==> config.mk <==
export PLATFORM = sky130hd
export DESIGN_NAME = mem_access_unit
export DESIGN_NICKNAME = d
export VERILOG_FILES = /design/src/rtl/mem_unit_pkg.sv /design/src/rtl/mem_timeout_ctr.sv /design/src/rtl/mem_access_unit.sv
export SDC_FILE = /design/constraint.sdc
export NUM_CORES = 1
export LEC_CHECK = 0
export ABC_AREA = 1
export CELL_PAD_IN_SITES_DETAIL_PLACEMENT = 0
export CELL_PAD_IN_SITES_GLOBAL_PLACEMENT = 1
export CORE_MARGIN = 5
export CORE_UTILIZATION = 34
export CTS_BUF_LIST = sky130_fd_sc_hd__clkbuf_2 sky130_fd_sc_hd__clkbuf_4 sky130_fd_sc_hd__clkbuf_8
export DETAILED_ROUTE_END_ITERATION = 7
export GPL_TIMING_DRIVEN = 0
export PLACE_DENSITY_LB_ADDON = 0.1
export SLEW_MARGIN = 20
export SYNTH_ARGS = -nofsm -noshare
export SYNTH_HDL_FRONTEND = slang
export SYNTH_SLANG_ARGS = --single-unit
==> constraint.sdc <==
create_clock -name clk -period 4.01 [get_ports clk]
set_clock_uncertainty 0.2 [all_clocks]
set_input_delay 0.802 -clock clk [delete_from_list [all_inputs] [get_ports clk]]
set_output_delay 0.802 -clock clk [all_outputs]
set_load 0.02 [all_outputs]
==> src/rtl/mem_unit_pkg.sv <==
// Shared types and constants for the multicycle memory access unit.
package mem_unit_pkg;

    typedef enum logic [1:0] {
        IDLE = 2'd0,
        REQ  = 2'd1,
        WAIT = 2'd2,
        DONE = 2'd3
    } state_t;

    localparam logic [1:0] ERR_NONE     = 2'd0;
    localparam logic [1:0] ERR_MISALIGN = 2'd1;
    localparam logic [1:0] ERR_RDWR     = 2'd2;
    localparam logic [1:0] ERR_TIMEOUT  = 2'd3;

    localparam logic [1:0] FETCH = 2'd0;
    localparam logic [1:0] LOAD  = 2'd1;
    localparam logic [1:0] STORE = 2'd2;

endpackage

==> src/rtl/mem_timeout_ctr.sv <==
// Response timeout counter: counts cycles spent waiting and flags expiry at TIMEOUT.
module mem_timeout_ctr #(
    parameter int TIMEOUT = 15
) (
    input  logic clk,
    input  logic reset,
    input  logic clear,
    input  logic enable,
    output logic expired
);

    logic [7:0] count;

    always_ff @(posedge clk or negedge reset) begin
        if (!reset) begin
            count <= 8'd0;
        end else if (clear) begin
            count <= 8'd0;
        end else if (enable) begin
            count <= count + 8'd1;
        end
    end

    assign expired = (count == 8'(TIMEOUT));

endmodule

==> src/rtl/mem_access_unit.sv <==
// Turns level-held read/write commands from the control FSM into single
// handshaked memory transactions, capturing results into IR or MDR.
module mem_access_unit
    import mem_unit_pkg::*;
#(
    parameter int DATA_W  = 32,
    parameter int TIMEOUT = 15
) (
    input  logic              clk,
    input  logic              reset,
    input  logic              mem_read,
    input  logic              mem_write,
    input  logic              i_or_d,
    input  logic [DATA_W-1:0] pc,
    input  logic [DATA_W-1:0] alu_out,
    input  logic [DATA_W-1:0] write_data,
    output logic              mem_req_valid,
    input  logic              mem_req_ready,
    output logic              mem_req_we,
    output logic [DATA_W-1:0] mem_req_addr,
    output logic [DATA_W-1:0] mem_req_wdata,
    input  logic              mem_resp_valid,
    input  logic [DATA_W-1:0] mem_resp_rdata,
    output logic [DATA_W-1:0] ir,
    output logic [DATA_W-1:0] mdr,
    output logic              busy,
    output logic              mem_done,
    output logic [1:0]        mem_err
);

    state_t            state;
    logic [1:0]        kind;
    logic [DATA_W-1:0] cmd_addr;
    logic              expired;

    assign cmd_addr = i_or_d ? alu_out : pc;

    // The counter restarts on the accept edge so WAIT always begins at zero.
    mem_timeout_ctr #(.TIMEOUT(TIMEOUT)) u_timeout (
        .clk     (clk),
        .reset   (reset),
        .clear   (state == REQ && mem_req_ready),
        .enable  (state == WAIT),
        .expired (expired)
    );

    always_ff @(posedge clk or negedge reset) begin
        if (!reset) begin
            state         <= IDLE;
            kind          <= FETCH;
            mem_req_valid <= 1'b0;
            mem_req_we    <= 1'b0;
            mem_req_addr  <= '0;
            mem_req_wdata <= '0;
            ir            <= '0;
            mdr           <= '0;
            busy          <= 1'b0;
            mem_done      <= 1'b0;
            mem_err       <= ERR_NONE;
        end else begin
            mem_done <= 1'b0;
            case (state)
                IDLE: begin
                    if (mem_read || mem_write) begin
                        mem_req_addr  <= cmd_addr;
                        mem_req_we    <= mem_write;
                        mem_req_wdata <= write_data;
                        kind          <= mem_write ? STORE : (i_or_d ? LOAD : FETCH);
                        busy          <= 1'b1;
                        // Illegal commands skip the memory entirely and report at once.
                        if (mem_read && mem_write) begin
                            state    <= DONE;
                            mem_err  <= ERR_RDWR;
                            mem_done <= 1'b1;
                        end else if (cmd_addr[1:0] != 2'b00) begin
                            state    <= DONE;
                            mem_err  <= ERR_MISALIGN;
                            mem_done <= 1'b1;
                        end else begin
                            state         <= REQ;
                            mem_req_valid <= 1'b1;
                        end
                    end
                end
                REQ: begin
                    if (mem_req_ready) begin
                        state         <= WAIT;
                        mem_req_valid <= 1'b0;
                    end
                end
                WAIT: begin
                    if (mem_resp_valid) begin
                        if (kind == FETCH) begin
                            ir <= mem_resp_rdata;
                        end else if (kind == LOAD) begin
                            mdr <= mem_resp_rdata;
                        end
                        state    <= DONE;
                        mem_err  <= ERR_NONE;
                        mem_done <= 1'b1;
                    end else if (expired) begin
                        state    <= DONE;
                        mem_err  <= ERR_TIMEOUT;
                        mem_done <= 1'b1;
                    end
                end
                DONE: begin
                    state <= IDLE;
                    busy  <= 1'b0;
                end
                default: begin
                    state <= IDLE;
                    busy  <= 1'b0;
                end
            endcase
        end
    end

endmodule

* After elaboration in Yosys (flattened, before gate mapping)
Cells that the tools add are included.
Storage, ports and cells: flip-flop bits (word level) 146, output and inout port bits 134
Operators by class: add/sub/neg operators 1, equal/unequal tests 11, multiplexer cells 30, bitwise gates (word level) 1, reduce and logical (&&, ||, !) cells 17
Operators by type and width (number):
- two-way mux 32 bit | 1
- two-way mux 2 bit | 11
- two-way mux 8 bit | 2
- two-way mux 1 bit | 11
- nonzero test 2 bit | 5
- adder 8 x 1 -> 8 bit (second input constant) | 1
- equality test 8 x 4 -> 1 bit (second input constant) | 1
- inequality test 2 bit (second input constant) | 4
- one-hot mux 2 bit (4 select lines) | 1
- AND reduction 4 bit | 2
- inequality test 3 bit (second input constant) | 2
- one-hot mux 1 bit (2 select lines) | 3
- AND reduction 3 bit | 2
- AND reduction 5 bit | 1
- equality test 2 x 1 -> 1 bit (second input constant) | 2
- equality test 2 bit (second input constant) | 2
- logical NOT 2 bit | 2
- one-hot mux 2 bit (2 select lines) | 1
- AND reduction 2 bit | 2
- logical AND 1 bit | 2
- logical OR 1 bit | 1
- NOT 1 bit | 1

* Depth between registers and ports, before layout
Gate-level depths: netlist of run 1.
depth in word-level cells 6, gate-level depth with buffers 10, depth with buffers taken out 9

* Modules after synthesis
From an unflattened synthesis of run 1, not the netlist that was laid out.
Second synthesis, totals: cells, all modules 691, area total of the unflattened synthesis 6047.0 um2
Modules (own cells, without submodules):
- mem_access_unit | instances 1, cells an instance 629, area an instance 5581.6 um2
- mem_timeout_ctr | instances 1, cells an instance 62, area an instance 465.4 um2

* Least setup slack after synthesis of run 1
Ideal clock, no wire load.
path kind input port to flip-flop, from in mem_resp_valid, to reg ir[11], library setup time 118 ps, arrival 1544 ps, setup slack 2148 ps, stages on the path 6, path buffers 1, cell sequence inv_1 > nor3_4 > nand2_4 > buf_4 > nand2_1 > o21ai_2
Between the ends: longest elaborated chain between the ends 1
RTL lines:
- start: declaration | RTL line mem_access_unit.sv:22 | input logic mem_resp_valid,
- AND reduction 3 bit (no source line)
- end signal: assignment | RTL line mem_access_unit.sv:94 | ir <= mem_resp_rdata;
- end: declaration | RTL line mem_access_unit.sv:24 | output logic [DATA_W-1:0] ir,
No other way between the ends. A chain may end at the register's enable or synchronous reset.

==> flow_metrics.tcl, run 1 <==
set metrics [dict create \
    fp.dieW_um 145 \
    cts_hold_buf 0 \
    top_layer_used "met4" \
    syn_area_um2 6160 \
    yosys_warnings 0 \
    drt_pass1_iterations 6 \
    crit_chain "clkdlybuf4s50_1" \
    vias 5467 \
    rows 49 \
    holdWs_ps 72.7 \
    synth_compound_area_share_pct 11.7 \
    crit_family "buffers and inverters" \
    cp_max_fo 3 \
    period_needed_ps 2520 \
    max_cap_violations 0 \
    cts_resized 0 \
    syn_nets 816 \
    clockBufferDepth 2 \
    power_density_nw_per_um2 766 \
    worst_pin_slew_ps 484 \
    power.switching_w 0.00287 \
    place.port_buffers 267 \
    first_iter_violations 146 \
    drc 0 \
    cts_setup_buffers 0 \
    required_ps 3010 \
    ios 269 \
    critical_path_class "register to output pin" \
    seq_area_frac_synth_pct 58.9 \
    netlist.area_leader.share_pct 58.9 \
    yosys.area_share.simple_pct 20.8 \
    pre_cts_ws_ps 1450 \
    routed_via_density 4.54 \
    die_y_um 145 \
    numCtsBuffers 17 \
    hp-class "primary input to async pin" \
    path_buf_inv 1 \
    synth_area_leaders "dfrtp_1 (59%), nand2_1 (16%), o21ai_2 (3.8%)" \
    wl_um 19300 \
    die_area_um2 20900 \
    cp.arrival_ps 1510 \
    wl_met1_um 7690 \
    clkPwrFrac_pct 16.7 \
    timing.final.crit_share_pct 62.8 \
    grt_pass1_vias 5772 \
    clk_pin_slew_worst_paths_ps 70 \
    antenna_cells 0 \
    drive_above_1_share_pct 10.2 \
    clk_latency_ps 430 \
    outcome "complete, no violations" \
    postSynthCellCount 675 \
    fin_ws_ps 1490 \
    grt_first_pass_wirelength_um 30100 \
    synth-seq-cells 145 \
    wl_met3_um 1980 \
    seqPwrFrac_pct 34.0 \
    cts_num_sinks 145 \
    final_core_util_pct 53.5 \
    gp_congestion 0.859 \
    area_delta_synth_final_pct 55.4 \
    synth_xor_area_share_pct 0 \
    ir_drop_v 0.000369 \
    cts_tree "built" \
    grt_use_total_pct 18.7 \
    sw_frac_of_total_pct 39.2 \
    h-tree-depth 4 \
    relSlewSlack_pct 67.7 \
    ant_nets 0 \
    fmax_ghz 0.397 \
    p_leak_nw 4.47 \
    cpPeakStageDelay_ps 660 \
    syn_area_per_cell_um2 9.12 \
    share_comb_of_total_power_pct 49.3 \
    synth_mux_area_share_pct 0 \
    dr_wl_met2_um 9390 \
    antenna_found_initial 0 \
    setup_tns_ps 0 \
    drv_slew 0 \
    final_nets 1103 \
    grt_start_max_net_pins 92 \
    critPathCaptureType "output pin" \
    setup_viol 0 \
    startpoint_type "register" \
    dpl.hpwl_um 14900 \
    p_int_w 0.00445 \
    critical_path.slowest_cell "clkdlybuf4s50_1" \
    hold_viol 0 \
    gr-total-overflow 0 \
    synth_top_area_cell "dfrtp_1" \
    yosys.cell_types.count 28 \
    power_w 0.00733 \
    start_util_pct 34.4 \
    synth_top_family_by_area "simple AND/OR/NAND/NOR gates" \
    rsz0062_at_grt "false" \
    root_buffer "clkbuf_8" \
    wl_per_cell_um 16.1 \
    core_area_um2 17900 \
    synthAdderAreaFrac_pct 1.22 \
]
==> routing by layer <==
layer,track usage (%),vias up
li1,-,2714
met4,5.30,0
met5,0,-
met3,8.66,14
met2,31.5,188
met1,21.6,2551
==> worst paths after layout <==
check	startpoint	to	slack (ps)	depth (start not counted)
min in group clk	mem_req_wdata[15]$_DFFE_PN0P_	mem_req_wdata[15]$_DFFE_PN0P_	280	2
max	kind[1]$_DFFE_PN0P_	mem_req_we	1490	1
min reg2reg	mem_req_wdata[15]$_DFFE_PN0P_	mem_req_wdata[15]$_DFFE_PN0P_	280	2
max reg2reg	state[0]$_DFFE_PN0P_	mdr[15]$_DFFE_PN0P_	2020	9
max in group asynchronous	reset	ir[26]$_DFFE_PN0P_	2730	2
min	reset	u_timeout.count[6]$_DFFE_PN0P_	70	1
==> registers in the layout, summed over array words and instances, names as in the netlist <==
name,cells
state,2
ir,32
mem_req_wdata,32
mdr,32
mem_err,2
u_timeout.count,8
mem_req_valid,1
mem_req_addr,32
kind,2
busy,1
mem_done,1
==> Yosys cell counts (all sizes together) <==
master and count:
o21ai 77, nand2 261, buf 28, a21oi 4
nand4 3, a31oi 30, nor2 47, inv 52
or2 2, o22ai 1, clkbuf 6, nand3 7
nor3 3, dfrtp 145, o21a 3, ha 6
==> layout make-up <==
cell class	instances	area, µm²
fillers	1645	8330
flip-flops and latches	145	3630
clock buffers	21	289
well taps	229	287
multi-input cells	444	2080
repair buffers	268	2710
clock inverters	10	133
plain buffers	34	254
inverters	52	198
==> cell usage in the layout (no fill, tap or decap), drive strengths merged, types with 2 or more instances in the layout <==
cell type,count
a21oi,4
clkbuf,27
clkinv,4
nand4,3
clkinvlp,3
nand3,7
o21ai,77
o21a,3
inv,52
clkdlybuf4s50,266
or2,2
nand2,261
dfrtp,145
nor2,47
a31oi,30
nor3,3
bufinv,3
buf,30
ha,6
==> stage by stage <==
stage	instance area [µm²]	std cells
finish	9570	1203
global route	9570	1203
CTS	9570	1203
detailed placement	9150	1172
global placement	9120	1171
floorplan	6160	675
==> power groups by stage <==
stage / sequential (W) / combinational [W] / clock [W]
global route: 0.00258 / 0.00392 / 0.00132
finish: 0.00249 / 0.00361 / 0.00122
floorplan: 0.00322 / 0.00113 / 0
detailed placement: 0.00251 / 0.00367 / 0
global placement: 0.00249 / 0.00362 / 0
CTS: 0.00250 / 0.00368 / 0.00126
==> kinds of logic (layout without fill, tap and decap cells) <==
family / Yosys count / after routing
AO/OA/AOI/OAI: 115 / 115
adder cells (fa/ha/maj): 6 / 6
buffers and inverters: 86 / 385
flip-flops: 145 / 145
AND/OR/NAND/NOR: 323 / 323
Power figures use the tool's default switching activity.
==> run 2, diff against run 1 <==
CORE_UTILIZATION = 31   (was 34)
clock period = 2.6 ns   (was 4.01 ns; I/O delays follow)
==> run 2 against run 1 <==
  * Register-to-register slack worse by 1400 ps
  * Final cell count grew 3.1%
  * Critical path depth stayed put
  * Highest routed layer unchanged
  * Largest power group unchanged
  * Largest cell class unchanged
==> flow_metrics.tcl, run 2 (same netlist as run 1, synthesis figures left out) <==
set metrics [dict create \
    rsz0062_at_grt "false" \
    final_nets 1104 \
    share_comb_of_total_power_pct 48.4 \
    reg2reg_to "mdr[19]$_DFFE_PN0P_" \
    clk_latency_ps 440 \
    hold_viol 0 \
    cts_setup_buffers 0 \
    ir_drop_v 0.000457 \
    gr-total-overflow 0 \
    period_needed_ps 2250 \
    grt_start_max_net_pins 94 \
    core_area_um2 19500 \
    rr_worst_depth 9 \
    setup_viol 0 \
    ios 269 \
    cp.arrival_ps 1530 \
    die_y_um 151 \
    drt_pass1_iterations 6 \
    sw_frac_of_total_pct 38.5 \
    holdCritStartpoint "i_or_d" \
    crit_chain "clkdlybuf4s50_1" \
    drc 0 \
    fp.dieW_um 151 \
    grt_first_pass_wirelength_um 30200 \
    drv_slew 0 \
    wl_um 19500 \
    whs_endpoint "mem_req_addr[31]$_DFFE_PN0P_" \
    fmax_ghz 0.445 \
    dp_cells 1208 \
    cp_max_fo 3 \
    drive_above_1_share_pct 10.2 \
    grt_use_total_pct 17.2 \
    grt_pass1_vias 5355 \
    numCtsBuffers 17 \
    start_util_pct 31.5 \
    p_int_w 0.00708 \
    antenna_cells 0 \
    timing.final.crit_share_pct 86.4 \
    ant_nets 0 \
    critical_path.slowest_cell "clkdlybuf4s50_1" \
    clockBufferDepth 2 \
    clk_pin_slew_worst_paths_ps 80 \
    clkPwrFrac_pct 18.5 \
    gp_congestion 0.772 \
    r2r_start "state[0]$_DFFE_PN0P_" \
    critical_path_class "register to output pin" \
    holdWs_ps 270 \
    relSlewSlack_pct 64.7 \
    fin_ws_ps 354 \
    max_cap_violations 0 \
    wl_per_cell_um 15.7 \
    cts_hold_buf 1 \
    p_leak_nw 4.50 \
    vias 5351 \
    final_cell_mix "clkdlybuf4s50_1 (266), nand2_1 (259), dfrtp_1 (145)" \
    holdPathStages 4 \
    cpPeakStageDelay_ps 660 \
    reg2reg_setup_slack_ps 610 \
    required_ps 1880 \
    dpl.hpwl_um 14700 \
    routed_via_density 4.32 \
    startpoint_type "register" \
    cts_tree "built" \
    rows 51 \
    seqPwrFrac_pct 33.2 \
    outcome "complete, no violations" \
    area_delta_synth_final_pct 57.2 \
    power.switching_w 0.00444 \
    critPathCaptureType "output pin" \
    cts_num_sinks 145 \
    antenna_found_initial 0 \
    pre_cts_ws_ps 332 \
    worst_pin_slew_ps 530 \
    first_iter_violations 197 \
    power_density_nw_per_um2 1190 \
    place.port_buffers 267 \
    final_cells 1240 \
    h-tree-depth 4 \
    cts_resized 0 \
    root_buffer "clkbuf_8" \
    crit_family "buffers and inverters" \
    final_core_util_pct 49.6 \
    hp-class "primary input to register" \
    final_common_cell "clkdlybuf4s50_1" \
    path_buf_inv 1 \
    die_area_um2 22800 \
    power_w 0.0115 \
]
-- run 2: cell types whose count changed in the layout (fill, tap and decap cells not counted), sizes merged --
cell,previous run,this run
clkinvlp,3,1
clkinv,4,2
clkbuf,27,28
inv,52,53
bufinv,3,5
dlygate4sd3,0,1
-- run 2: metal layers --
layer | up-vias | track usage (%) | share of wire, %
met2 | 189 | 26.8 | 46
li1 | 2709 | - | -
met3 | 17 | 8.08 | 11
met4 | 0 | 4.76 | 1.1
met1 | 2436 | 21.6 | 42
met5 | - | 0 | 0
-- run 2: stage by stage --
stage | setup TNS (ps) | cell area (µm²)
detailed placement | 0 | 9190
floorplan | 0 | 6160
finish | 0 | 9680
CTS | 0 | 9680
global route | 0 | 9680
global placement | -795970 | 9160
-- run 2: area by class of cell --
class | instances | area, µm²
sequential | 145 | 3630
inverter | 52 | 198
clock inverter | 9 | 176
timing repair buffer | 269 | 2720
buffer | 34 | 254
clock buffer | 22 | 297
tap | 265 | 332
fill | 1908 | 9850
multi-input combinational | 444 | 2080
-- run 2: worst max path at each step --
stage               slack (ps)                       endpoint  cells after the start            startpoint
floorplan                  850             ir[11]$_DFFE_PN0P_                      9  state[0]$_DFFE_PN0P_
global placement         -5510  mem_req_wdata[15]$_DFFE_PN0P_                      1                 reset
detailed placement         330             ir[11]$_DFFE_PN0P_                      7        mem_resp_valid
CTS                        300                     mem_req_we                      1   kind[1]$_DFFE_PN0P_
global route               270                     mem_req_we                      1   kind[1]$_DFFE_PN0P_
finish                     350                     mem_req_we                      1   kind[1]$_DFFE_PN0P_
-- run 2: power groups by stage --
stage / registers (W) / logic (W) / clock network, W
after floorplan: 0.00497 / 0.00174 / 0
after global placement: 0.00380 / 0.00569 / 0
after detailed placement: 0.00384 / 0.00568 / 0
after CTS: 0.00382 / 0.00569 / 0.00219
after global routing: 0.00395 / 0.00607 / 0.00231
final: 0.00382 / 0.00557 / 0.00213
==> run 3, diff against run 2 <==
clock period = 2.5 ns   (was 2.6 ns; I/O delays follow)
==> results of run 3 <==
Same layout as run 2 (identical final DEF). Status: complete, no violations.
Among the figures that moved: setup slack after placement 332 ps -> 252 ps; setup slack after layout 354 ps -> 274 ps; hold slack 270 ps -> 250 ps; register-to-register setup slack 610 ps -> 510 ps; total power 0.0115 W -> 0.0120 W; worst IR drop on VDD 0.000457 V -> 0.000476 V
